## src/rtl/stream_mux_rr_if.sv

```systemverilog
// Stream bundle for stream_mux_rr: N_CH producer channels merged into one registered output.
// in_last/out_last exist only when STREAM_MUX_PKT_LOCK_EN is defined.
interface stream_mux_rr_if #(
   parameter int N_CH = 4,
   parameter int W    = 8
);
   localparam int CH_W = $clog2(N_CH);

   logic [N_CH-1:0]   in_valid;
   logic [N_CH*W-1:0] in_data;
   logic [N_CH-1:0]   in_ready;
   logic              out_valid;
   logic [W-1:0]      out_data;
   logic [CH_W-1:0]   out_ch;
   logic              out_ready;
`ifdef STREAM_MUX_PKT_LOCK_EN
   logic [N_CH-1:0]   in_last;
   logic              out_last;
`endif

   // Environment side: producers plus the downstream consumer.
   modport master (
      output in_valid, in_data, out_ready,
`ifdef STREAM_MUX_PKT_LOCK_EN
      output in_last,
      input  out_last,
`endif
      input  in_ready, out_valid, out_data, out_ch
   );

   // Multiplexer side.
   modport slave (
      input  in_valid, in_data, out_ready,
`ifdef STREAM_MUX_PKT_LOCK_EN
      input  in_last,
      output out_last,
`endif
      output in_ready, out_valid, out_data, out_ch
   );
endinterface

```

## src/rtl/stream_mux_rr.sv

```systemverilog
// N_CH-channel round-robin stream multiplexer with one registered output stage.
// Define STREAM_MUX_PKT_LOCK_EN to hold the grant on one channel until its in_last beat.
module stream_mux_rr #(
   parameter int N_CH = 4,
   parameter int W    = 8
) (
   input logic           clk,
   input logic           rst_n,
   stream_mux_rr_if.slave bus
);
   localparam int CH_W = $clog2(N_CH);

   logic [CH_W-1:0] ptr_q, ptr_d;
   logic            out_valid_q, out_valid_d;
   logic [W-1:0]    out_data_q, out_data_d;
   logic [CH_W-1:0] out_ch_q, out_ch_d;

`ifdef STREAM_MUX_PKT_LOCK_EN
   typedef enum logic {ARB_FREE, ARB_LOCKED} lock_e;
   lock_e           lock_q, lock_d;
   logic [CH_W-1:0] lock_ch_q, lock_ch_d;
   logic            out_last_q, out_last_d;
`endif

   logic [W-1:0]    ch_data [N_CH];
   logic            scan_found;
   logic [CH_W-1:0] scan_g;
   logic            found;
   logic [CH_W-1:0] g;
   logic [CH_W-1:0] g_next;
   logic [N_CH-1:0] gnt;
   logic            load_en;
   logic            xfer;

   for (genvar i = 0; i < N_CH; i++) begin : g_unpack
      assign ch_data[i] = bus.in_data[i*W +: W];
   end

   // Rotating priority scan. Walking offsets from high to low leaves the
   // valid channel closest to ptr as the final winner.
   always_comb begin
      logic [CH_W:0]   sum;
      logic [CH_W-1:0] idx;
      // NOTE: every always_comb output gets a default before any branch, so no path infers a latch.
      scan_found = 1'b0;
      scan_g     = '0;
      sum        = '0;
      idx        = '0;
      for (int k = N_CH - 1; k >= 0; k--) begin
         sum = {1'b0, ptr_q} + (CH_W + 1)'(k);
         if (sum >= (CH_W + 1)'(N_CH)) begin
            sum = sum - (CH_W + 1)'(N_CH);
         end
         idx = sum[CH_W-1:0];
         if (bus.in_valid[idx]) begin
            scan_found = 1'b1;
            scan_g     = idx;
         end
      end
   end

`ifdef STREAM_MUX_PKT_LOCK_EN
   // A packet in flight owns the arbiter regardless of the other requests.
   always_comb begin
      found = scan_found;
      g     = scan_g;
      if (lock_q == ARB_LOCKED) begin
         found = bus.in_valid[lock_ch_q];
         g     = lock_ch_q;
      end
   end
`else
   assign found = scan_found;
   assign g     = scan_g;
`endif

   always_comb begin
      gnt    = '0;
      gnt[g] = found;
   end

   assign g_next  = (g == CH_W'(N_CH - 1)) ? '0 : g + 1'b1;
   assign load_en = !out_valid_q || bus.out_ready;
   // Gating with rst_n keeps any handshake from completing while reset is held.
   assign bus.in_ready = gnt & {N_CH{load_en & rst_n}};
   assign xfer         = found && load_en;

   always_comb begin
      out_valid_d = out_valid_q;
      out_data_d  = out_data_q;
      out_ch_d    = out_ch_q;
      ptr_d       = ptr_q;
`ifdef STREAM_MUX_PKT_LOCK_EN
      lock_d      = lock_q;
      lock_ch_d   = lock_ch_q;
      out_last_d  = out_last_q;
`endif
      if (xfer) begin
         out_valid_d = 1'b1;
         out_data_d  = ch_data[g];
         out_ch_d    = g;
`ifdef STREAM_MUX_PKT_LOCK_EN
         out_last_d  = bus.in_last[g];
         if (bus.in_last[g]) begin
            lock_d = ARB_FREE;
            ptr_d  = g_next;
         end else begin
            lock_d    = ARB_LOCKED;
            lock_ch_d = g;
         end
`else
         ptr_d = g_next;
`endif
      end else if (bus.out_ready) begin
         out_valid_d = 1'b0;
      end
   end

   always_ff @(posedge clk or negedge rst_n) begin
      if (!rst_n) begin
         ptr_q       <= '0;
         out_valid_q <= 1'b0;
         out_data_q  <= '0;
         out_ch_q    <= '0;
`ifdef STREAM_MUX_PKT_LOCK_EN
         lock_q      <= ARB_FREE;
         lock_ch_q   <= '0;
         out_last_q  <= 1'b0;
`endif
      end else begin
         // NOTE: non-blocking assignments so every flop samples the pre-edge values.
         ptr_q       <= ptr_d;
         out_valid_q <= out_valid_d;
         out_data_q  <= out_data_d;
         out_ch_q    <= out_ch_d;
`ifdef STREAM_MUX_PKT_LOCK_EN
         lock_q      <= lock_d;
         lock_ch_q   <= lock_ch_d;
         out_last_q  <= out_last_d;
`endif
      end
   end

   assign bus.out_valid = out_valid_q;
   assign bus.out_data  = out_data_q;
   assign bus.out_ch    = out_ch_q;
`ifdef STREAM_MUX_PKT_LOCK_EN
   assign bus.out_last  = out_last_q;
`endif

   a_ready_onehot: assert property (@(posedge clk) disable iff (!rst_n)
      $onehot0(bus.in_ready));

   a_hold_on_stall: assert property (@(posedge clk) disable iff (!rst_n)
      bus.out_valid && !bus.out_ready |=>
         bus.out_valid && $stable(bus.out_data) && $stable(bus.out_ch));
endmodule

```

## src/flat_wrapper.sv

```systemverilog
// flat-port wrapper written by rule: the top's interface ports become plain ports
module stream_mux_rr_flat 
#(
   parameter int N_CH = 4,
   parameter int W    = 8
)
  (clk, rst_n, bus_in_valid, bus_in_data, bus_out_ready, bus_in_ready, bus_out_valid, bus_out_data, bus_out_ch);
  stream_mux_rr_if #(.N_CH(N_CH), .W(W)) bus_i ();
  input logic clk;
  input logic rst_n;
  input wire logic [$bits(bus_i.in_valid)-1:0] bus_in_valid;
  input wire logic [$bits(bus_i.in_data)-1:0] bus_in_data;
  input wire logic [$bits(bus_i.out_ready)-1:0] bus_out_ready;
  output wire logic [$bits(bus_i.in_ready)-1:0] bus_in_ready;
  output wire logic [$bits(bus_i.out_valid)-1:0] bus_out_valid;
  output wire logic [$bits(bus_i.out_data)-1:0] bus_out_data;
  output wire logic [$bits(bus_i.out_ch)-1:0] bus_out_ch;
  assign bus_i.in_valid = bus_in_valid;
  assign bus_i.in_data = bus_in_data;
  assign bus_i.out_ready = bus_out_ready;
  assign bus_in_ready = bus_i.in_ready;
  assign bus_out_valid = bus_i.out_valid;
  assign bus_out_data = bus_i.out_data;
  assign bus_out_ch = bus_i.out_ch;
  stream_mux_rr #(.N_CH(N_CH), .W(W)) u_core (.clk(clk), .rst_n(rst_n), .bus(bus_i));
endmodule
```

## config.mk

```make
export PLATFORM = sky130hd
export DESIGN_NAME = stream_mux_rr_flat
export DESIGN_NICKNAME = d
export VERILOG_FILES = /design/src/rtl/stream_mux_rr_if.sv /design/src/rtl/stream_mux_rr.sv /design/src/flat_wrapper.sv
export SDC_FILE = /design/constraint.sdc
export NUM_CORES = 1
export LEC_CHECK = 0
export CAP_MARGIN = 20
export CELL_PAD_IN_SITES_DETAIL_PLACEMENT = 1
export CELL_PAD_IN_SITES_GLOBAL_PLACEMENT = 2
export CORE_MARGIN = 1.5
export CORE_UTILIZATION = 21
export DETAILED_ROUTE_END_ITERATION = 10
export PLACE_DENSITY_LB_ADDON = 0.1
export SYNTH_ARGS = -nofsm -noshare
export SYNTH_HDL_FRONTEND = slang
export SYNTH_SLANG_ARGS = --single-unit
export TNS_END_PERCENT = 30
```

## constraint.sdc

```tcl
create_clock -name clk -period 2.9 [get_ports clk]
set_input_delay 0.58 -clock clk [delete_from_list [all_inputs] [get_ports clk]]
set_output_delay 0.58 -clock clk [all_outputs]
set_load 0.02 [all_outputs]
```

==> flow_summary.yaml, run 1 <==
cts:
  ctsRootBufferMaster: "sky130_fd_sc_hd__clkbuf_8"
  tritoncts_num_sinks: 13
  cts.path.max_buffers: 2
  clk_latency_ns: 0.25
  max_h_tree_level: 1
  post_cts_hold_buffer_count: 0
  cts_tree: "yes"
  num_cts_buffers: 3
  cts.clk_slew.worst_paths_ns: 0.06
routing:
  wl_per_cell_um: 14.6
  drt_iter0_drc: 6
  postRouteAntennaNets: 0
  via_per_inst: 4.70
  detail_route.first_pass.iterations: 2
  wl_um: 3000
  total_vias_in_the_final_route: 964
  post-route-drc-count: 0
worst_setup_path:
  worst_setup_path_startpoint: "bus_in_valid[0]"
  crit_end: "bus_in_ready[3]"
  critical_path_launch_point_type: "primary input"
  r2r-start: "u_core.ptr_q[1]"
  r2r.worst_path.cells: 6
  critical_path.max_fanout: 5
  critical_path.endpoint_type: "primary output"
  start_to_end_type_of_the_worst_setup_path: "primary input to primary output"
  cp_data_required_time_ns: 2.32
  reg2reg_slack_ns: 0.95
  cp_data_arrival_time_ns: 2.16
  worst_r2r_endpoint: "u_core.bus.out_data[3]"
synthesis:
  area_share_of_xor_xnor_cells_in_the_synthesized_design_pct: 0
  synth_fa_ha_area_share_pct: 1.42
  synth_top_family_by_area: "multiplexers"
  muxShareOfSynthArea_pct: 19.9
  syn_avg_cell_area_um2: 9.48
  synth.cell_area_um2: 882
  yosys_most_used_dff: "sky130_fd_sc_hd__dfrtp_1"
  yosys.cell_types.count: 22
  yosysTopAreaCellShare_pct: 36.9
  syn_nets: 133
  syn_inst: 93
  share_of_flip_flops_with_an_asynchronous_set_or_reset_after_synthesis_pct: 100
  synth_enable_flop_cells: 0
  area_fraction_in_compound_gates_after_synthesis_pct: 16.7
  synthSimpleGateAreaFrac_pct: 16.9
  seq_cells_post_synth: 13
  synth.largest_area_cell: "sky130_fd_sc_hd__dfrtp_1"
  synth_warnings: 0
  seq_area_frac_synth_pct: 36.9
  synth_top_cells_by_area: "sky130_fd_sc_hd__dfrtp_1 37%, sky130_fd_sc_hd__mux2i_1 18%, sky130_fd_sc_hd__nor3_1 9.6%"
layout:
  drive_above_1_share_pct: 12.9
  finalNetCount: 196
  areaGrowthSynthToFinish_pct: 79.4
  antenna_cells_inserted: 0
  postLayoutCellArea_um2: 1580
grt:
  grt_max_degree: 31
  initial_antenna_violation_count: 0
  groute.usage.overall_pct: 13.5
  grt.overflow.total: 0
  grt_pass1_vias: 1010
  grt_pass1_wl_um: 4640
placement:
  place.detailed.hpwl_um: 2320
  port_buffers: 53
  placed_area_um2: 1520
  preCtsSetupSlack_ns: -0.325
  gp_congestion: 0.740
sta:
  holdWs_ns: 0.489
  setup_tns_ns: 0
  slew_headroom_pct: 80.5
  final_worst_clock_skew_ns: 0.00371
  post-route-worst-setup-slack_ns: 0.161
  hold_viol_final: 0
  period_minus_slack_ns: 2.74
  achievable-frequency_mhz: 365
  setup_viol: 0
  period_utilization_pct: 94.5
  rsz0062_at_grt: "no"
  timing_worst_slew_pin_value_ns: 0.293
  slew_violations: 0
hold_path:
  holdCritPathClass: "register to register"
  worst_hold_path.num_cells: 1
die:
  floorplan.io_pins: 54
  die_h_um: 67.8
  row_count: 23
  fp.coreArea_um2: 4030
  die_w_um: 67.8
  fp.dieArea_um2: 4600
  floorplan.initialDensity_pct: 21.9
status:
  run_status: "finished clean"
flow_run:
  drv_cap: 0
power:
  max-vdd-ir-drop_uv: 266
  power_leakage_nw: 0.759
  report.power.total_uw: 972
  pwr_density_cell_nw_per_um2: 614
==> layer usage <==
layer,routed length [um],global-route usage (%)
met4,30,4.50
met5,0,0
met3,196,3.62
met2,1540,25.0
met1,1240,15.0
==> cells in the mapped netlist (2+ instances only) <==
cell	number
sky130_fd_sc_hd__a211o_1	8
sky130_fd_sc_hd__a21o_1	2
sky130_fd_sc_hd__a21oi_1	4
sky130_fd_sc_hd__buf_2	4
sky130_fd_sc_hd__buf_6	3
sky130_fd_sc_hd__dfrtp_1	13
sky130_fd_sc_hd__inv_1	5
sky130_fd_sc_hd__mux2i_1	16
sky130_fd_sc_hd__nand2_1	7
sky130_fd_sc_hd__nor2_1	3
sky130_fd_sc_hd__nor3_1	17
==> worst max-delay path, cell delays in order <==
cell and delay, ns:
sky130_fd_sc_hd__dlygate4sd2_1 0.30, sky130_fd_sc_hd__or3b_1 0.42, sky130_fd_sc_hd__o221ai_4 0.10, sky130_fd_sc_hd__inv_1 0.08
sky130_fd_sc_hd__ha_1 0.20, sky130_fd_sc_hd__and3_1 0.16, sky130_fd_sc_hd__dlygate4sd2_1 0.32
==> cell usage in the layout, fill, tap and decap left out, types with 3 or more instances in the layout <==
master,instances
sky130_fd_sc_hd__dfrtp_1,13
sky130_fd_sc_hd__dlygate4sd2_1,4
sky130_fd_sc_hd__a211o_1,8
sky130_fd_sc_hd__nor3_1,17
sky130_fd_sc_hd__nand2_1,7
sky130_fd_sc_hd__buf_4,11
sky130_fd_sc_hd__nor2_1,3
sky130_fd_sc_hd__mux2i_1,16
sky130_fd_sc_hd__clkdlybuf4s50_1,47
sky130_fd_sc_hd__inv_1,5
sky130_fd_sc_hd__a21oi_1,4
sky130_fd_sc_hd__clkbuf_8,3
==> final cells by class <==
type | instances | area, um^2
sequential | 13 | 325
inverter | 5 | 18.8
fill | 462 | 2450
tap | 50 | 62.6
multi-input combinational | 68 | 499
timing repair buffer | 65 | 632
clock buffer | 4 | 45.0
==> flip-flops by register name (all words and copies together) (netlist names) <==
name / flops
u_core.bus.out_valid: 1
u_core.bus.out_data: 8
u_core.ptr_q: 2
u_core.bus.out_ch: 2
==> how the worst min path moves through the flow <==
stage	from	endpoint	slack, ns
after detailed placement	u_core.bus.out_ch[0]	u_core.bus.out_ch[0]	0.48
after CTS	u_core.bus.out_data[7]	u_core.bus.out_data[7]	0.49
after global routing	u_core.bus.out_data[2]	u_core.bus.out_data[2]	0.52
final	u_core.bus.out_data[6]	u_core.bus.out_data[6]	0.49
after global placement	u_core.bus.out_ch[0]	u_core.bus.out_ch[0]	0.47
after floorplan	rst_n	u_core.bus.out_ch[0]	0.28
==> timing repair <==
item	in CTS	in global routing
gates cloned	0	0
pin swaps	0	0
setup endpoints to repair	4	4
gates resized for setup	8	4
setup buffers	0	0
==> logic make-up (layout without fill, tap and decap cells) <==
family | after synthesis | after routing
muxes | 17 | 17
buffers and inverters | 12 | 74
adders and majority gates | 1 | 1
and+or+nand+nor | 31 | 31
AOI/OAI and AO/OA | 19 | 19
DFF | 13 | 13
==> through the flow <==
stage	util, %	cells
CTS	38.9	205
global route	39.3	205
floorplan	-	93
global placement	37.8	201
finish	39.3	205
detailed placement	37.8	201
==> power by group <==
group	switching (mW)	internal, mW
Sequential	0.0427	0.238
Clock	0.0732	0.0973
Combinational	0.243	0.277
Total	0.359	0.613
(Power assumes the default switching activity.)
==> run 2, diff against run 1 <==
==> constraint.sdc (replaced) <==
create_clock -name clk -period 2.9 [get_ports clk]
set_input_delay 0.87 -clock clk [delete_from_list [all_inputs] [get_ports clk]]
set_output_delay 0.87 -clock clk [all_outputs]
set_load 0.02 [all_outputs]
==> run 2 against run 1 <==
  * Sequential cell count is the same
  * Sequential share of layout area shrank 1.1 points
  * Sequential power is essentially flat
  * Worst setup slack lost 0.13 ns
  * First-iteration DRC count grew to 3.2 times the previous value
  * Die area is the same
  * Global-route usage grew 0.39 points
  * Power grew 5.5%
  * Final area grew 5.8%
  * Non-clock buffer count grew 6
  * Wire length grew 5.6%
==> flow_summary.yaml, run 2 (synthesized netlist as in run 1, its figures left out) <==
routing:
  postRouteAntennaNets: 0
  detail_route.first_pass.iterations: 2
  wl_met1_um: 1230
  routed-wl-met2_um: 1650
  maxUsedRoutingLayer: "met4"
  met3WireLength_um: 220
  wl_per_cell_um: 15.0
  total_vias_in_the_final_route: 991
  via_per_inst: 4.70
  post-route-drc-count: 0
  drt_iter0_drc: 19
  wl_um: 3170
sta:
  rsz0062_at_grt: "yes"
  hold_viol_final: 0
  setup_viol: 0
  setup_tns_ns: 0
  final_worst_clock_skew_ns: 0.000968
  timing_worst_slew_pin_value_ns: 0.265
  slew_violations: 0
  period_utilization_pct: 98.9
  period_minus_slack_ns: 2.87
  achievable-frequency_mhz: 349
  slew_headroom_pct: 82.3
cts:
  ctsRootBufferMaster: "sky130_fd_sc_hd__clkbuf_8"
  tritoncts_num_sinks: 13
  clk_latency_ns: 0.25
  max_h_tree_level: 1
  cts.clk_slew.worst_paths_ns: 0.06
  cts.path.max_buffers: 2
  num_cts_buffers: 3
  post_cts_hold_buffer_count: 0
  cts_tree: "yes"
worst_setup_path:
  critical_path.endpoint_type: "primary output"
  r2r.worst_path.cells: 8
  critical_path_launch_point_type: "primary input"
  critical_path.max_fanout: 5
  start_to_end_type_of_the_worst_setup_path: "primary input to primary output"
  reg2reg_slack_ns: 0.87
  cp_data_arrival_time_ns: 2.00
  cp_data_required_time_ns: 2.03
die:
  row_count: 23
  die_h_um: 67.8
  fp.coreArea_um2: 4030
  floorplan.io_pins: 54
  fp.dieArea_um2: 4600
  die_w_um: 67.8
  floorplan.initialDensity_pct: 21.9
power:
  power_leakage_nw: 0.788
  report.power.total_mw: 1.02
  max-vdd-ir-drop_uv: 270
  pwr_density_cell_nw_per_um2: 612
hold_path:
  holdCritPathClass: "register to register"
  worst_hold_path.num_cells: 1
layout:
  final_common_cell: "sky130_fd_sc_hd__clkdlybuf4s50_1"
  drive_above_1_share_pct: 28.0
  n_fill_cell: 465
  antenna_cells_inserted: 0
  finalNetCount: 202
  areaGrowthSynthToFinish_pct: 89.9
  largest_register_ff_count: 8
  final_cell_mix: "44 x sky130_fd_sc_hd__clkdlybuf4s50_1, 19 x sky130_fd_sc_hd__buf_4, 16 x sky130_fd_sc_hd__mux2i_1, 16 x sky130_fd_sc_hd__nor3_1, 13 x sky130_fd_sc_hd__dfrtp_1"
placement:
  gp_congestion: 0.761
  place.detailed.hpwl_um: 2360
  port_buffers: 53
grt:
  groute.usage.overall_pct: 13.9
  grt_pass1_wl_um: 4660
  grt.overflow.total: 0
  grt_max_degree: 31
  initial_antenna_violation_count: 0
  grt_pass1_vias: 1068
status:
  run_status: "finished clean"
flow_run:
  drv_cap: 0
==> run 2: report_power, final <==
group	total, mW	switching, mW	internal (mW)
registers	0.283	0.0451	0.238
clock network	0.171	0.0735	0.0973
logic	0.571	0.260	0.311
total	1.02	0.378	0.647
==> run 2: worst max-delay path: stages <==
cell                       delay [ns]
sky130_fd_sc_hd__buf_2           0.13
sky130_fd_sc_hd__mux2_4          0.28
sky130_fd_sc_hd__o221ai_4        0.18
sky130_fd_sc_hd__inv_1           0.07
sky130_fd_sc_hd__ha_2            0.18
sky130_fd_sc_hd__and3_4          0.16
sky130_fd_sc_hd__buf_6           0.12
==> run 2: final timing paths <==
kind | startpoint | to
max | bus_in_valid[1] | bus_in_ready[3]
min | u_core.bus.out_data[6] | u_core.bus.out_data[6]
max reg2reg | u_core.ptr_q[1] | u_core.bus.out_data[6]
min reg2reg | u_core.bus.out_data[6] | u_core.bus.out_data[6]
max in group asynchronous | rst_n | u_core.bus.out_data[7]
min in group asynchronous | rst_n | u_core.ptr_q[0]
==> run 2: what timing repair did <==
item,CTS,global route
endpoints found under the setup margin,4,4
gates resized for setup,44,10
pin swaps,3,6
buffers inserted,3,1
==> run 2: per-layer routing <==
| metal | vias up | GRT usage, % |
|---|---|---|
| met5 | - | 0 |
| met2 | 37 | 25.7 |
| met3 | 6 | 3.62 |
| met4 | 0 | 7.00 |
| met1 | 471 | 14.5 |
| li1 | 477 | - |
==> run 2: metrics by stage <==
stage               instances  area (um^2)  worst slack (ns)  hold WS, ns  utilization [%]
finish                    211         1680            0.0306        0.483             41.6
global route              211         1680          -0.00895        0.500             41.6
CTS                       210         1640           0.00533        0.489             40.6
detailed placement        203         1540            -0.894        0.465             38.2
global placement          203         1540            -0.823        0.470             38.2
floorplan                  93          882            0.0838        0.538                -
==> run 2: area by class of cell <==
| cell class | instances | area, um^2 | share of cell area (%) |
|---|---|---|---|
| Clock buffer | 4 | 45.0 | 2.69 |
| Inverter | 5 | 18.8 | 1.12 |
| Multi-Input combinational cell | 68 | 552 | 32.9 |
| Sequential cell | 13 | 325 | 19.4 |
| Tap cell | 50 | 62.6 | 3.73 |
| Timing Repair Buffer | 71 | 672 | 40.1 |
==> run 3, diff against run 2 <==
--- a/config.mk
+++ b/config.mk
@@ -9,7 +9,8 @@
 export CELL_PAD_IN_SITES_DETAIL_PLACEMENT = 1
 export CELL_PAD_IN_SITES_GLOBAL_PLACEMENT = 2
 export CORE_MARGIN = 1.5
-export CORE_UTILIZATION = 21
+export CORE_UTILIZATION = 22
+export CTS_BUF_LIST = sky130_fd_sc_hd__clkbuf_2
 export DETAILED_ROUTE_END_ITERATION = 10
 export PLACE_DENSITY_LB_ADDON = 0.1
 export SYNTH_ARGS = -nofsm -noshare
==> run 3 against run 2 <==
  * Critical path depth unchanged
  * Count of clock-buffer cells in the layout unchanged
  * Final cell count down 1.4%
  * Clock power down 40%
  * Critical endpoint unchanged
==> flow_summary.yaml, run 3 (synthesized netlist as in run 1, its figures left out) <==
worst_setup_path:
  r2r-start: "u_core.ptr_q[1]"
  cp_data_required_time_ns: 2.03
  critical_path.max_fanout: 5
  critical_path_launch_point_type: "primary input"
  chain_of_cells_forming_the_critical_path: "buf_8 -> mux2_4 -> o221ai_4 -> inv_2 -> ha_4 -> and3_4 -> buf_6"
  worst_r2r_endpoint: "u_core.bus.out_data[1]"
  critical_path.endpoint_type: "primary output"
  critical_path.slowest_cell: "sky130_fd_sc_hd__mux2_4"
  start_to_end_type_of_the_worst_setup_path: "primary input to primary output"
  r2r.worst_path.cells: 9
  cp_slowest_stage_delay_ns: 0.28
  reg2reg_slack_ns: 0.72
  cp_data_arrival_time_ns: 2.01
placement:
  placed_cells: 200
  place.detailed.hpwl_um: 2350
  port_buffers: 53
  preCtsSetupSlack_ns: -0.908
  placed_area_um2: 1530
  gp_congestion: 0.731
die:
  fp.coreArea_um2: 3740
  fp.dieArea_um2: 4400
  die_h_um: 66.3
  floorplan.io_pins: 54
  floorplan.initialDensity_pct: 23.6
  die_w_um: 66.3
  row_count: 22
routing:
  wl_um: 3200
  drt_iter0_drc: 10
  postRouteAntennaNets: 0
  wl_per_cell_um: 15.4
  detail_route.first_pass.iterations: 2
  post-route-drc-count: 0
  via_per_inst: 4.75
  total_vias_in_the_final_route: 989
layout:
  n_fill_cell: 430
  drive_above_1_share_pct: 26.9
  areaGrowthSynthToFinish_pct: 87.0
  antenna_cells_inserted: 0
  final_cell_mix: "45 x sky130_fd_sc_hd__clkdlybuf4s50_1, 17 x sky130_fd_sc_hd__buf_4, 16 x sky130_fd_sc_hd__mux2i_1, 16 x sky130_fd_sc_hd__nor3_1, 13 x sky130_fd_sc_hd__dfrtp_1"
  finalNetCount: 201
  postLayoutCellArea_um2: 1650
  largest_register_ff_count: 8
  final_cells: 208
  final_common_cell: "sky130_fd_sc_hd__clkdlybuf4s50_1"
grt:
  initial_antenna_violation_count: 0
  grt.overflow.total: 0
  grt_max_degree: 31
  grt_pass1_vias: 1072
  groute.usage.overall_pct: 14.9
  grt_pass1_wl_um: 4900
hold_path:
  holdCritPathClass: "register to register"
  min-delay-start: "u_core.bus.out_data[6]"
  worst_hold_path.num_cells: 1
  hold_path_end: "u_core.bus.out_data[6]"
power:
  power.combinational.fraction_pct: 60.0
  total_switching_power_uw: 377
  max-vdd-ir-drop_uv: 303
  power_leakage_nw: 0.774
  p_clk_share_pct: 10.7
  net_switching_fraction_of_the_power_pct: 39.2
  pwr_density_cell_nw_per_um2: 582
  power.share.sequential_pct: 29.3
  p_int_uw: 584
cts:
  tritoncts_num_sinks: 13
  max_h_tree_level: 1
  cts_tree: "yes"
  post_cts_hold_buffer_count: 0
  num_cts_buffers: 3
  cts.path.max_buffers: 2
  cts.clk_slew.worst_paths_ns: 0.14
  ctsRootBufferMaster: "sky130_fd_sc_hd__clkbuf_2"
  clk_latency_ns: 0.28
sta:
  rsz0062_at_grt: "yes"
  setup_tns_ns: 0
  hold_viol_final: 0
  period_utilization_pct: 99.3
  setup_viol: 0
  post-route-worst-setup-slack_ns: 0.0215
  final_worst_clock_skew_ns: 0.0104
  slew_violations: 0
  achievable-frequency_mhz: 347
  timing_worst_slew_pin_value_ns: 0.314
  period_minus_slack_ns: 2.88
  slew_headroom_pct: 79.0
status:
  run_status: "finished clean"
flow_run:
  drv_cap: 0
## run 3: worst max path at each step
| stage | start | cells past startpoint | slack, ns | endpoint |
|---|---|---|---|---|
| 2_1_floorplan | bus_in_valid[1] | 6 | 0.08 | bus_in_ready[3] |
| 3_3_place_gp | bus_in_valid[1] | 6 | -0.86 | bus_in_ready[1] |
| 3_5_place_dp | bus_in_valid[1] | 6 | -0.91 | bus_in_ready[1] |
| 4_1_cts | bus_out_ready | 6 | -0.005 | bus_in_ready[0] |
| 5_1_grt | bus_in_valid[1] | 7 | -0.03 | bus_in_ready[3] |
| 6_report | bus_in_valid[1] | 7 | 0.02 | bus_in_ready[3] |
## run 3: routing by layer
layer  track usage, %  vias to the layer above  wire length (um)
met2             27.9                       33              1690
met4             5.87                        0                20
li1                 -                      477                 -
met5                0                        -                 0
met3             3.58                        2               205
met1             15.9                      477              1290
## run 3: power groups by stage
| stage | sequential, mW | clock [mW] | combinational (mW) |
|---|---|---|---|
| final | 0.281 | 0.103 | 0.577 |
| after global routing | 0.289 | 0.121 | 0.616 |
| after CTS | 0.281 | 0.110 | 0.556 |
| after detailed placement | 0.281 | 0 | 0.521 |
| after global placement | 0.279 | 0 | 0.513 |
| after floorplan | 0.334 | 0 | 0.234 |
## run 3: area by class of cell
type | count | area [um^2] | area share, %
clock buffers | 4 | 20.0 | 1.21
flip-flops and latches | 13 | 325 | 19.7
multi-input cells | 68 | 557 | 33.8
well taps | 48 | 60.1 | 3.64
repair buffers | 70 | 668 | 40.5
inverters | 5 | 18.8 | 1.14
## run 3: critical path: cells and delay by family
| kind | cells | cell delay [ns] |
|---|---|---|
| muxes | 1 | 0.28 |
| and+or+nand+nor | 1 | 0.16 |
| adders and majority gates | 1 | 0.16 |
| AOI/OAI and AO/OA | 1 | 0.23 |
| buffers and inverters | 3 | 0.31 |
## run 3: stage by stage
stage | total power [mW] | hold WS (ns) | util (%)
2_1_floorplan | 0.568 | 0.538 | -
3_3_place_gp | 0.793 | 0.465 | 40.8
3_5_place_dp | 0.803 | 0.469 | 40.8
4_1_cts | 0.947 | 0.508 | 42.7
5_1_grt | 1.03 | 0.530 | 44.1
6_report | 0.961 | 0.501 | 44.1
## run 3: repair_timing
action,in CTS,in global routing
buffers inserted,2,2
pin swaps,3,2
setup endpoints to repair,4,4
resized for setup,46,13
hold endpoints to repair,0,0
